## src/rtl/csa_pipe.sv

```systemverilog
// Pipelined carry-skip adder with a valid/ready handshake on both sides.
// Optional subtract mode is enabled by defining CSA_PIPE_SUB_EN, which adds the 'sub' input.
module csa_pipe #(
    parameter int WIDTH  = 32,
    parameter int BLK    = 4,
    parameter int STAGES = 2
) (
    input  logic             clk,
    input  logic             rst_n,
    input  logic             in_valid,
    output logic             in_ready,
    input  logic [WIDTH-1:0] a,
    input  logic [WIDTH-1:0] b,
    input  logic             cin,
`ifdef CSA_PIPE_SUB_EN
    input  logic             sub,
`endif
    output logic             out_valid,
    input  logic             out_ready,
    output logic [WIDTH-1:0] sum,
    output logic             cout,
    output logic             ovf
);

    localparam int NB   = WIDTH / BLK;
    localparam int BPS  = (STAGES > 0) ? NB / STAGES : 1;
    localparam int LAST = (STAGES > 0) ? STAGES - 1 : 0;

    if (WIDTH % BLK != 0) begin : g_err_blk
        $error("csa_pipe: WIDTH must be a multiple of BLK");
    end
    if (STAGES < 1) begin : g_err_stages_low
        $error("csa_pipe: STAGES must be at least 1");
    end else if (STAGES > NB || NB % STAGES != 0) begin : g_err_stages_split
        $error("csa_pipe: STAGES must evenly divide the number of skip blocks");
    end

    logic             r_valid [STAGES];
    logic [WIDTH-1:0] r_a     [STAGES];
    logic [WIDTH-1:0] r_b     [STAGES];
    logic [WIDTH-1:0] r_sum   [STAGES];
    logic             r_carry [STAGES];
    logic [WIDTH-1:0] n_sum   [STAGES];
    logic             n_carry [STAGES];
    logic [WIDTH-1:0] b_eff;
    logic             c_first;
    logic             advance;

`ifdef CSA_PIPE_SUB_EN
    assign b_eff   = sub ? ~b : b;
    assign c_first = sub ? 1'b1 : cin;
`else
    assign b_eff   = b;
    assign c_first = cin;
`endif

    // Each stage ripples through its own slice of skip blocks; a fully propagating
    // block forwards its incoming carry directly instead of the rippled one.
    always_comb begin
        logic [WIDTH-1:0] sa;
        logic [WIDTH-1:0] sb;
        logic [WIDTH-1:0] ss;
        logic             c;
        logic             bc;
        logic             prop;
        int               src;
        sa   = '0;
        sb   = '0;
        ss   = '0;
        c    = 1'b0;
        bc   = 1'b0;
        prop = 1'b0;
        src  = 0;
        for (int k = 0; k < STAGES; k++) begin
            src = (k == 0) ? 0 : k - 1;
            sa  = (k == 0) ? a       : r_a[src];
            sb  = (k == 0) ? b_eff   : r_b[src];
            ss  = (k == 0) ? '0      : r_sum[src];
            c   = (k == 0) ? c_first : r_carry[src];
            for (int j = 0; j < BPS; j++) begin
                bc   = c;
                prop = 1'b1;
                for (int i = 0; i < BLK; i++) begin
                    ss[(k * BPS + j) * BLK + i] = sa[(k * BPS + j) * BLK + i]
                                                ^ sb[(k * BPS + j) * BLK + i] ^ c;
                    c = (sa[(k * BPS + j) * BLK + i] & sb[(k * BPS + j) * BLK + i])
                      | (c & (sa[(k * BPS + j) * BLK + i] ^ sb[(k * BPS + j) * BLK + i]));
                    prop = prop & (sa[(k * BPS + j) * BLK + i] ^ sb[(k * BPS + j) * BLK + i]);
                end
                if (prop) begin
                    c = bc;
                end
            end
            n_sum[k]   = ss;
            n_carry[k] = c;
        end
    end

    // Whole pipeline moves together; a stalled output freezes every stage.
    always_ff @(posedge clk) begin
        if (!rst_n) begin
            for (int k = 0; k < STAGES; k++) begin
                r_valid[k] <= 1'b0;
                r_a[k]     <= '0;
                r_b[k]     <= '0;
                r_sum[k]   <= '0;
                r_carry[k] <= 1'b0;
            end
        end else if (advance) begin
            r_valid[0] <= in_valid;
            r_a[0]     <= a;
            r_b[0]     <= b_eff;
            r_sum[0]   <= n_sum[0];
            r_carry[0] <= n_carry[0];
            for (int k = 1; k < STAGES; k++) begin
                r_valid[k] <= r_valid[k-1];
                r_a[k]     <= r_a[k-1];
                r_b[k]     <= r_b[k-1];
                r_sum[k]   <= n_sum[k];
                r_carry[k] <= n_carry[k];
            end
        end
    end

    assign advance   = !out_valid || out_ready;
    assign in_ready  = advance || !rst_n;
    assign out_valid = r_valid[LAST];
    assign sum       = r_sum[LAST];
    assign cout      = r_carry[LAST];
    assign ovf       = (r_a[LAST][WIDTH-1] == r_b[LAST][WIDTH-1])
                    && (r_sum[LAST][WIDTH-1] != r_a[LAST][WIDTH-1]);

endmodule

```

## config.mk

```make
export PLATFORM = sky130hd
export DESIGN_NAME = csa_pipe
export DESIGN_NICKNAME = d
export VERILOG_FILES = /design/src/rtl/csa_pipe.sv
export SDC_FILE = /design/constraint.sdc
export NUM_CORES = 1
export LEC_CHECK = 0
export CAP_MARGIN = 40
export CORE_MARGIN = 2
export CORE_UTILIZATION = 46
export DETAILED_ROUTE_END_ITERATION = 8
export HOLD_SLACK_MARGIN = 0.03
export PLACE_DENSITY = 0.77
export SLEW_MARGIN = 40
export SYNTH_ARGS = -nofsm -noshare
export SYNTH_HDL_FRONTEND = slang
export SYNTH_SLANG_ARGS = --single-unit
```

## constraint.sdc

```tcl
create_clock -name clk -period 8.9 [get_ports clk]
set_input_delay 1.78 -clock clk [delete_from_list [all_inputs] [get_ports clk]]
set_output_delay 1.78 -clock clk [all_outputs]
set_load 0.05 [all_outputs]
```

=== After elaboration in Yosys (flattened, before gate mapping) ===
Memories as Yosys holds them, arrays and structs flattened.
Index checks and enable logic that the tools add are counted.

* Memories kept: 5
* Output and inout bits: 36
* Input port bits: 69
* Flip-flop bits (word level): 0
* RAM bits: 196
* Word-level logic and storage cells: 228

* Equal/unequal tests: 2
* Bitwise operators: 194
* Reduce and logical (&&, ||, !) cells: 5
* Muxes and demuxes: 22

{| class="wikitable"
|+ Memories
! name !! words !! width !! rd ports !! clocked after memory_dff !! wr ports !! line !! RTL
|-
| r_a || 2 || 32 || 2 || 0 || 2 || 39 || <nowiki>logic [WIDTH-1:0] r_a [STAGES];</nowiki>
|-
| r_b || 2 || 32 || 2 || 0 || 2 || 40 || <nowiki>logic [WIDTH-1:0] r_b [STAGES];</nowiki>
|-
| r_sum || 2 || 32 || 2 || 0 || 2 || 41 || <nowiki>logic [WIDTH-1:0] r_sum [STAGES];</nowiki>
|-
| r_carry || 2 || 1 || 2 || 0 || 2 || 42 || <nowiki>logic r_carry [STAGES];</nowiki>
|-
| r_valid || 2 || 1 || 2 || 0 || 2 || 38 || <nowiki>logic r_valid [STAGES];</nowiki>
|}

{| class="wikitable"
|+ Operators by type and width
! operator !! count
|-
| 32-bit 2-to-1 mux || 6
|-
| 1-bit AND || 88
|-
| 1-bit XOR || 64
|-
| 1-bit bitwise OR || 42
|-
| 1-bit 2-to-1 mux || 16
|-
| 1-bit logical NOT || 2
|-
| 1-bit logical OR || 2
|-
| 1-bit == test || 1
|-
| 1-bit logical AND || 1
|-
| 1-bit inequality test || 1
|}

=== Logic depth before layout (Yosys ltp) ===
Gate-level depths: netlist of run 1.
An unclocked memory read counts as a cell.

* Depth in word-level cells: 39
* Mapped depth: 25
* Gate-level depth less buffers: 25

=== Least setup slack after synthesis of run 1 ===
Ideal clock, no wire load.

* Path kind: input port to flip-flop
* Start point: in a[0]
* End point: mem r_sum[0][15], data pin
* Cell stages on the path: 25
* Buffers on the path: 0
* Required time: 8.760 ns
* Path slack: 0.384 ns
* Setup time: 0.140 ns
* Arrival time: 8.377 ns
* Cells stage by stage: fa_1 -> fa_1 -> fa_1 -> fa_1 -> mux2_4 -> fa_1 -> fa_1 -> fa_1 -> fa_1 -> inv_1 -> a21oi_1 -> fa_1 -> fa_1 -> fa_1 -> fa_1 -> nand2_1 -> nand2_1 -> fa_1 -> inv_1 -> fa_1 -> inv_1 -> fa_1 -> inv_1 -> fa_1 -> nor2_1

{| class="wikitable"
|+ RTL lines
! item !! line !! RTL
|-
| start, declared || 12 || <nowiki>input logic [WIDTH-1:0] a,</nowiki>
|-
| end, declared || 41 ||
|}

==> impl_metrics.json, run 1 <==
{
  "p_int_uw": 725,
  "core_region_area_um2": 9640,
  "synth_edf_count": 86,
  "pwr-share-seq_pct": 50.6,
  "grt_max_degree": 81,
  "nets": 536,
  "synth_top_family_by_area": "adder cells",
  "clock_latency_ps": 350,
  "status": "finished clean",
  "ys.flop_type": "edfxtp_1",
  "p_leak_nw": 2.65,
  "max_cap_violations": 0,
  "grt_antenna_before_repair": 0,
  "die_h_um": 103,
  "synth_top_area_share_pct": 57.3,
  "dpl.hpwl_um": 5720,
  "cp-start-kind": "input pin",
  "comb_power_share_pct": 23.5,
  "gr-total-overflow": 0,
  "fin_crit_sh_pct": 95.9,
  "path_clk_slew_ps": 80,
  "synth_area_leader_cell": "edfxtp_1",
  "synth.cell_area_um2": 4510,
  "syn_nets": 432,
  "numPortBuffers": 104,
  "yosysWarnings": 0,
  "cpMostUsedCell": "fa_1",
  "path_class": "in -> reg",
  "numCtsBuffers": 9,
  "root_buffer": "clkbuf_8",
  "antenna_cells": 0,
  "slowest_delay_ps": 400,
  "grt_usage_pct": 16.1,
  "worst_pin_slew_ps": 736,
  "hold_viol_final": 0,
  "period_minus_slack_ps": 8540,
  "netlist_top_cells_area": "edfxtp_1 (57%), fa_1 (14%), and3_1 (11%)",
  "cts_tree": "built",
  "ant_nets": 0,
  "arrival_ps": 8750,
  "yosysSeqAreaShare_pct": 57.3,
  "crit_buf_inv": 5,
  "vias_per_cell": 4.91,
  "sw_frac_of_total_pct": 28.5,
  "clk_path_buf_depth": 2,
  "max_freq_ghz": 0.117,
  "synthToLayoutAreaGrowth_pct": 30.7,
  "p_clk_share_pct": 25.9,
  "cpMaxStageDelayCell": "fa_2",
  "gp_congestion": 0.846,
  "required_ps": 9110,
  "async_flop_share_pct": 0,
  "grt_first_pass_wirelength_um": 12700,
  "yosys-top-cells-count": "edfxtp_1 (86), and3_1 (78), fa_1 (32), ha_1 (32), inv_1 (15)",
  "ys_ff_latch": 86,
  "setup_tns_ps": 0,
  "syn_area_per_cell_um2": 15.1,
  "fin_skew_ps": 7.87,
  "dieArea_um2": 10600,
  "synth-compound-area-share_pct": 1.89,
  "die_x_um": 103,
  "synth_xor_area_share_pct": 0,
  "setup_viol": 0,
  "power_switching_uw": 289,
  "slew_headroom_pct": 50.9,
  "rsz0062_at_grt": "no",
  "hold_path_class": "reg -> reg",
  "first_pass_iters": 4,
  "cts_htree_levels": 3,
  "drive_gt1_share_pct": 8.58,
  "yosys.area_share.simple_pct": 14.3,
  "muxShareOfSynthArea_pct": 0.666,
  "critPathTopFamily": "adder cells",
  "post-route-drc-count": 0,
  "initial_core_util_pct": 46.7,
  "maxSlewViolCount": 0,
  "rows": 36,
  "synthAdderAreaFrac_pct": 23.1,
  "end_kind": "register",
  "fin_util_pct": 61.1,
  "synthCells": 299,
  "power_density_nw_per_um2": 172,
  "pin_count": 105,
  "vias": 2657,
  "ir_drop_mv": 0.0688,
  "grt_pass1_vias": 2691,
  "crit_fanout": 2,
  "detail_route.wl_per_cell_um": 15.0,
  "synth_cell_type_count": 22,
  "drtIter0Drc": 94,
  "clock_sinks": 86,
  "wl_um": 8100,
  "synth.most_common_cell": "edfxtp_1"
}
## stage by stage
stage               hold WS (ps)  power (mW)  instances  area, µm²  setup WS (ps)
finish                       556        1.01        541       5890            360
global route                 579        1.06        541       5890           94.4
CTS                          557        1.03        541       5870           37.0
detailed placement           537       0.763        525       5680           -466
global placement             532       0.755        525       5680           -287
floorplan                    528       0.665        299       4510            384
## placed cells by master (no fill, tap or decap), types with 6 or more instances in the layout
cell / count
nor2_1: 11
ha_1: 32
buf_4: 6
edfxtp_1: 86
nand4_1: 7
clkdlybuf4s50_1: 100
clkbuf_8: 9
and3_1: 78
nand2_1: 6
fa_1: 27
inv_1: 15
## final timing paths
| check | from | to | slack [ps] | cells past startpoint |
|---|---|---|---|---|
| setup / recovery | a[0] | r_sum[0][15] | 360 | 26 |
| hold / removal | r_sum[0][11] | r_sum[0][43] | 560 | 1 |
| setup reg to reg | r_a[0][16] | r_sum[0][63] | 690 | 25 |
| hold reg to reg | r_sum[0][11] | r_sum[0][43] | 560 | 1 |
## state kept, by name, summed over array words and instances (netlist names)
signal and cells:
r_a 17, r_carry 2, r_sum 48, r_valid 2
r_b 17
## metal layers
layer  GRT usage, %  vias up  routed length (µm)  part of all wire, %
li1               -     1284                   -                    -
met1           19.5     1291                3320                   41
met2           27.4       63                4280                   53
met3           2.10       19                 246                  3.0
met4           9.82        0                 252                  3.1
met5              0        -                   0                    0
## power by group through the flow
stage | combinational, mW | sequential (mW) | clock (mW)
global placement | 0.234 | 0.521 | 0
global route | 0.260 | 0.518 | 0.286
detailed placement | 0.240 | 0.523 | 0
floorplan | 0.0744 | 0.590 | 0
finish | 0.239 | 0.513 | 0.263
CTS | 0.241 | 0.514 | 0.271
## cell families (layout without fill, tap and decap cells)
kind of cell | count (synthesis) | after routing
mux | 2 | 2
compound gates | 10 | 10
flops | 86 | 86
fa+ha+maj | 64 | 64
buf+inv | 31 | 140
simple gates | 106 | 106
## cell type report
type | instances | area (µm²)
Clock inverter | 7 | 65.1
Inverter | 15 | 56.3
Clock buffer | 9 | 124
Timing Repair Buffer | 109 | 1080
Fill cell | 800 | 3750
Sequential cell | 86 | 2580
Tap cell | 133 | 166
Multi-Input combinational cell | 182 | 1810
## timing repair
item                                    4_1_cts  5_1_grt
gates cloned                                  0        0
pin swaps                                     0        1
resized for setup                             3        5
buffers inserted                              0        0
endpoints found under the setup margin        1        2
endpoints found under the hold margin         0        0
hold buffers                                  0        0
Note: power is estimated with default switching activity, not from simulation.
==> run 2, diff against run 1 <==
--- a/config.mk
+++ b/config.mk
@@ -10,6 +10,7 @@
 export CORE_UTILIZATION = 46
 export DETAILED_ROUTE_END_ITERATION = 8
 export HOLD_SLACK_MARGIN = 0.03
+export MAX_ROUTING_LAYER = met4
 export PLACE_DENSITY = 0.77
 export SLEW_MARGIN = 40
 export SYNTH_ARGS = -nofsm -noshare
==> run 2 against run 1 <==
  * Global-route usage increased by 0.52 points
  * Cell count unchanged
  * Utilization unchanged
  * Largest power group unchanged
==> impl_metrics.json, run 2 (synthesized netlist as in run 1, its figures left out) <==
{
  "nets": 536,
  "root_buffer": "clkbuf_8",
  "p_leak_nw": 2.65,
  "grt_usage_pct": 16.6,
  "worst_pin_slew_ps": 738,
  "comb_power_share_pct": 23.5,
  "wl_um": 8100,
  "post-route-drc-count": 0,
  "antenna_cells": 0,
  "core_region_area_um2": 9640,
  "ir_drop_mv": 0.0690,
  "setup_viol": 0,
  "gr-total-overflow": 0,
  "rows": 36,
  "drtIter0Drc": 117,
  "power_density_nw_per_um2": 172,
  "cp-start-kind": "input pin",
  "path_clk_slew_ps": 80,
  "max_cap_violations": 0,
  "grt_first_pass_wirelength_um": 12600,
  "dpl.hpwl_um": 5720,
  "layout_commonest_cell": "clkdlybuf4s50_1",
  "period_minus_slack_ps": 8540,
  "clock_sinks": 86,
  "critPathTopFamily": "adder cells",
  "grt_antenna_before_repair": 0,
  "numPortBuffers": 104,
  "cts_hold_buf": 0,
  "pin_count": 105,
  "largest_reg_flops": 48,
  "hold_viol_final": 0,
  "top_regs": "r_sum (48), r_a (17), r_b (17)",
  "fin_hold_ws_ps": 556,
  "setup_tns_ps": 0,
  "clk_path_buf_depth": 2,
  "synthToLayoutAreaGrowth_pct": 30.7,
  "fin_crit_sh_pct": 95.9,
  "grt_max_degree": 81,
  "mostFrequentLayoutCells": "clkdlybuf4s50_1 (100), edfxtp_1 (86), and3_1 (78), ha_1 (32), fa_1 (27)",
  "crit_buf_inv": 5,
  "numCtsBuffers": 9,
  "fillers": 800,
  "hold_path_class": "reg -> reg",
  "detail_route.wl_per_cell_um": 15.0,
  "initial_core_util_pct": 46.7,
  "sw_frac_of_total_pct": 28.6,
  "pre_cts_ws_ps": -466,
  "die_h_um": 103,
  "dieArea_um2": 10600,
  "pwr-share-seq_pct": 50.5,
  "rsz0062_at_grt": "no",
  "required_ps": 9110,
  "first_pass_iters": 4,
  "vias_per_cell": 4.92,
  "p_clk_share_pct": 26.0,
  "slew_headroom_pct": 50.8,
  "status": "finished clean",
  "clock_latency_ps": 360,
  "crit_fanout": 2,
  "slowest_delay_ps": 400,
  "arrival_ps": 8750,
  "p_int_uw": 725,
  "maxSlewViolCount": 0,
  "ant_nets": 0,
  "power_switching_uw": 290,
  "vias": 2661,
  "max_freq_ghz": 0.117,
  "gp_congestion": 0.860,
  "grt_pass1_vias": 2687,
  "drive_gt1_share_pct": 8.58,
  "end_kind": "register",
  "cpMaxStageDelayCell": "fa_2",
  "path_class": "in -> reg",
  "setup_ws_ps": 361,
  "fin_skew_ps": 8.46,
  "largest_register": "r_sum",
  "worst-r2r-setup-slack_ps": 690,
  "cts_tree": "built",
  "cpMostUsedCell": "fa_1",
  "cts_htree_levels": 3,
  "die_x_um": 103
}
-- run 2: final cells by class --
class / count / area (µm²) / share of cell area (%)
Tap cell: 133 / 166 / 2.83
Sequential cell: 86 / 2580 / 43.9
Timing Repair Buffer: 109 / 1080 / 18.3
Clock inverter: 7 / 65.1 / 1.11
Multi-Input combinational cell: 182 / 1810 / 30.8
Inverter: 15 / 56.3 / 0.956
Clock buffer: 9 / 124 / 2.10
-- run 2: what timing repair did --
action,CTS,global route
resized for setup,3,5
buffers inserted,0,0
pin swaps,0,1
endpoints found under the setup margin,1,2
-- run 2: final timing paths --
check                                   from  cells after the start      endpoint
worst max-delay path                    a[0]                     26  r_sum[0][15]
worst min-delay path            r_sum[0][11]                      1  r_sum[0][43]
worst max register to register    r_a[0][16]                     25  r_sum[0][63]
worst min register to register  r_sum[0][11]                      1  r_sum[0][43]
-- run 2: worst reg2reg max path: stages (launching register included) --
cell      delay (ps)
edfxtp_1         400
inv_1            100
fa_1             170
inv_1             60
fa_1             420
fa_1             430
fa_1             390
mux2_4           300
fa_1             420
fa_1             420
fa_1             430
fa_1             400
a41oi_1          250
nor2_1           100
fa_1             430
fa_1             430
fa_1             420
fa_1             430
nand2_1           80
nand2_1           70
fa_1             430
fa_1             450
fa_1             410
inv_1             90
fa_1             410
nor2_1           120
-- run 2: metrics by stage --
stage / util, % / cell area [µm²] / power (mW) / cells
after global routing: 61.1 / 5890 / 1.06 / 541
after CTS: 60.9 / 5870 / 1.03 / 541
final: 61.1 / 5890 / 1.02 / 541
after detailed placement: 58.9 / 5680 / 0.763 / 525
after global placement: 58.9 / 5680 / 0.755 / 525
after floorplan: - / 4510 / 0.665 / 299
-- run 2: routing by layer --
| layer | vias to the layer above | global-route usage, % | wire [µm] |
|---|---|---|---|
| li1 | 1285 | - | - |
| met1 | 1289 | 19.7 | 3310 |
| met2 | 68 | 27.2 | 4300 |
| met3 | 19 | 2.10 | 244 |
| met4 | 0 | 9.82 | 254 |
| met5 | - | - | 0 |
-- run 2: power by group through the flow --
stage | clock network [mW] | logic [mW] | registers [mW]
CTS | 0.271 | 0.241 | 0.514
detailed placement | 0 | 0.240 | 0.523
finish | 0.264 | 0.239 | 0.513
floorplan | 0 | 0.0744 | 0.590
global route | 0.286 | 0.260 | 0.518
global placement | 0 | 0.234 | 0.521
==> run 3, diff against run 2 <==
--- a/config.mk
+++ b/config.mk
@@ -11,7 +11,7 @@
 export DETAILED_ROUTE_END_ITERATION = 8
 export HOLD_SLACK_MARGIN = 0.03
 export MAX_ROUTING_LAYER = met4
-export PLACE_DENSITY = 0.77
+export PLACE_DENSITY = 0.74
 export SLEW_MARGIN = 40
 export SYNTH_ARGS = -nofsm -noshare
 export SYNTH_HDL_FRONTEND = slang
==> constraint.sdc (replaced) <==
create_clock -name clk -period 8.25 [get_ports clk]
set_input_delay 1.65 -clock clk [delete_from_list [all_inputs] [get_ports clk]]
set_output_delay 1.65 -clock clk [all_outputs]
set_load 0.05 [all_outputs]
==> run 3 against run 2 <==
  * Non-clock buffer count is 2 higher
  * Via count is 0.90% higher
  * Hold slack worse by 1.5 ps
  * Clock skew hardly changed
  * Clock-buffer cell count is 2 higher
  * Sequential power is 8.0% higher
  * Clock power is 5% higher
  * Total power is 7.4% higher
  * Critical path depth stayed put
  * Largest cell class unchanged
  * Highest routed layer unchanged
==> impl_metrics.json, run 3 (synthesized netlist as in run 1, its figures left out) <==
{
  "status": "finished clean",
  "drive_gt1_share_pct": 12.2,
  "hp-start": "r_sum[0][13]",
  "p_leak_nw": 2.62,
  "dpl.hpwl_um": 5670,
  "cp-start-kind": "input pin",
  "grt_max_degree": 86,
  "crit_buf_inv": 5,
  "grt_pass1_vias": 2693,
  "fin_hold_ws_ps": 555,
  "period_minus_slack_ps": 8070,
  "grt_antenna_before_repair": 0,
  "slew_headroom_pct": 49.1,
  "numPortBuffers": 104,
  "nets": 538,
  "placed_cells": 525,
  "synthToLayoutAreaGrowth_pct": 31.6,
  "antenna_cells": 0,
  "ir_drop_mv": 0.0813,
  "fin_skew_ps": 8.64,
  "drtIter0Drc": 86,
  "max_freq_ghz": 0.124,
  "initial_core_util_pct": 46.7,
  "p_clk_share_pct": 25.3,
  "fin_crit_sh_pct": 97.9,
  "r2r_cells": 25,
  "worst_pin_slew_ps": 763,
  "cts_hold_buf": 0,
  "cpMostUsedCell": "fa_2",
  "wl_um": 8140,
  "required_ps": 8460,
  "arrival_ps": 8280,
  "core_region_area_um2": 9640,
  "r2r_end": "r_sum[0][63]",
  "rsz0062_at_grt": "no",
  "top_regs": "r_sum (48), r_a (17), r_b (17)",
  "slowest_delay_ps": 420,
  "detail_route.wl_per_cell_um": 15.0,
  "cts_tree": "built",
  "vias": 2685,
  "path_class": "in -> reg",
  "root_buffer": "clkbuf_8",
  "pwr-share-seq_pct": 50.8,
  "first_pass_iters": 4,
  "worst-r2r-setup-slack_ps": 350,
  "critPathTopFamily": "adder cells",
  "numCtsBuffers": 9,
  "setup_viol": 0,
  "max_cap_violations": 0,
  "pin_count": 105,
  "reg2reg_from": "r_carry[0][0]",
  "hold_viol_final": 0,
  "p_int_uw": 785,
  "rows": 36,
  "whs_path_depth": 1,
  "hold_end": "r_sum[0][45]",
  "post-route-drc-count": 0,
  "cts_htree_levels": 3,
  "dieArea_um2": 10600,
  "largest_reg_flops": 48,
  "path_clk_slew_ps": 80,
  "gr-total-overflow": 0,
  "gp_congestion": 0.828,
  "layout_commonest_cell": "clkdlybuf4s50_1",
  "ant_nets": 0,
  "end_kind": "register",
  "hold_path_class": "reg -> reg",
  "clock_sinks": 86,
  "maxSlewViolCount": 0,
  "cpMaxStageDelayCell": "fa_1",
  "largest_register": "r_sum",
  "clk_path_buf_depth": 2,
  "power_density_nw_per_um2": 184,
  "vias_per_cell": 4.94,
  "stdcell_count": 543,
  "crit_fanout": 2,
  "fillers": 787,
  "grt_usage_pct": 16.1,
  "grt_first_pass_wirelength_um": 12500,
  "die_h_um": 103,
  "mostFrequentLayoutCells": "clkdlybuf4s50_1 (100), edfxtp_1 (86), and3_1 (78), ha_1 (32), fa_2 (17)",
  "die_x_um": 103,
  "sw_frac_of_total_pct": 28.1,
  "clock_latency_ps": 350,
  "comb_power_share_pct": 23.9,
  "power_switching_uw": 306
}
[run 3: repair_timing]
action / 4_1_cts / 5_1_grt
setup endpoints to repair: 4 / 3
setup buffers: 1 / 1
gates resized for setup: 12 / 7
pin swaps: 2 / 1
[run 3: power by group through the flow]
| stage | combinational, mW | clock, mW | sequential, mW |
|---|---|---|---|
| floorplan | 0.0807 | 0 | 0.637 |
| global placement | 0.253 | 0 | 0.562 |
| detailed placement | 0.259 | 0 | 0.565 |
| CTS | 0.262 | 0.283 | 0.555 |
| global route | 0.284 | 0.299 | 0.559 |
| finish | 0.261 | 0.276 | 0.554 |
[run 3: worst max path at each step]
stage / from / to / slack (ps) / cells past startpoint
global placement: a[0] / r_sum[0][15] / -640 / 26
floorplan: a[0] / r_sum[0][15] / 20 / 25
global route: a[0] / r_sum[0][15] / 2 / 26
finish: a[0] / r_sum[0][15] / 180 / 26
detailed placement: a[0] / r_sum[0][15] / -800 / 26
CTS: r_carry[0][0] / r_sum[0][63] / 8 / 25
[run 3: layer usage]
layer	global-route usage, %	up-vias	part of all wire (%)	wire length [µm]
li1	-	1287	-	-
met1	19.1	1315	40	3270
met2	26.6	67	53	4330
met3	2.58	16	3.9	318
met4	8.30	0	2.8	227
met5	-	-	0	0
[run 3: cell type report]
class	count	area, µm²	area share, %
clock buffer	11	131	2.22
clock inverter	5	50.0	0.844
inverter	15	56.3	0.950
multi-input combinational	182	1850	31.3
sequential	86	2580	43.6
tap	133	166	2.81
timing repair buffer	111	1090	18.4
[run 3: worst register-to-register path: cells and delay by family (launching register included)]
kind | cells | cell delay (ps)
buffers and inverters | 3 | 240
multiplexers | 1 | 300
AND/OR/NAND/NOR | 4 | 350
AO/OA/AOI/OAI | 1 | 220
flip-flops | 1 | 410
adder cells (fa/ha/maj) | 16 | 6240
[run 3: through the flow]
stage          setup slack, ps  setup TNS [ps]  instance area, µm²  util (%)  power, mW
2_1_floorplan             20.0               0                4520         -      0.718
3_3_place_gp              -641           -1560                5690      59.0      0.815
3_5_place_dp              -797           -2090                5690      59.1      0.823
4_1_cts                   7.77               0                5900      61.2       1.10
5_1_grt                   2.04               0                5930      61.5       1.14
6_report                   176               0                5930      61.5       1.09
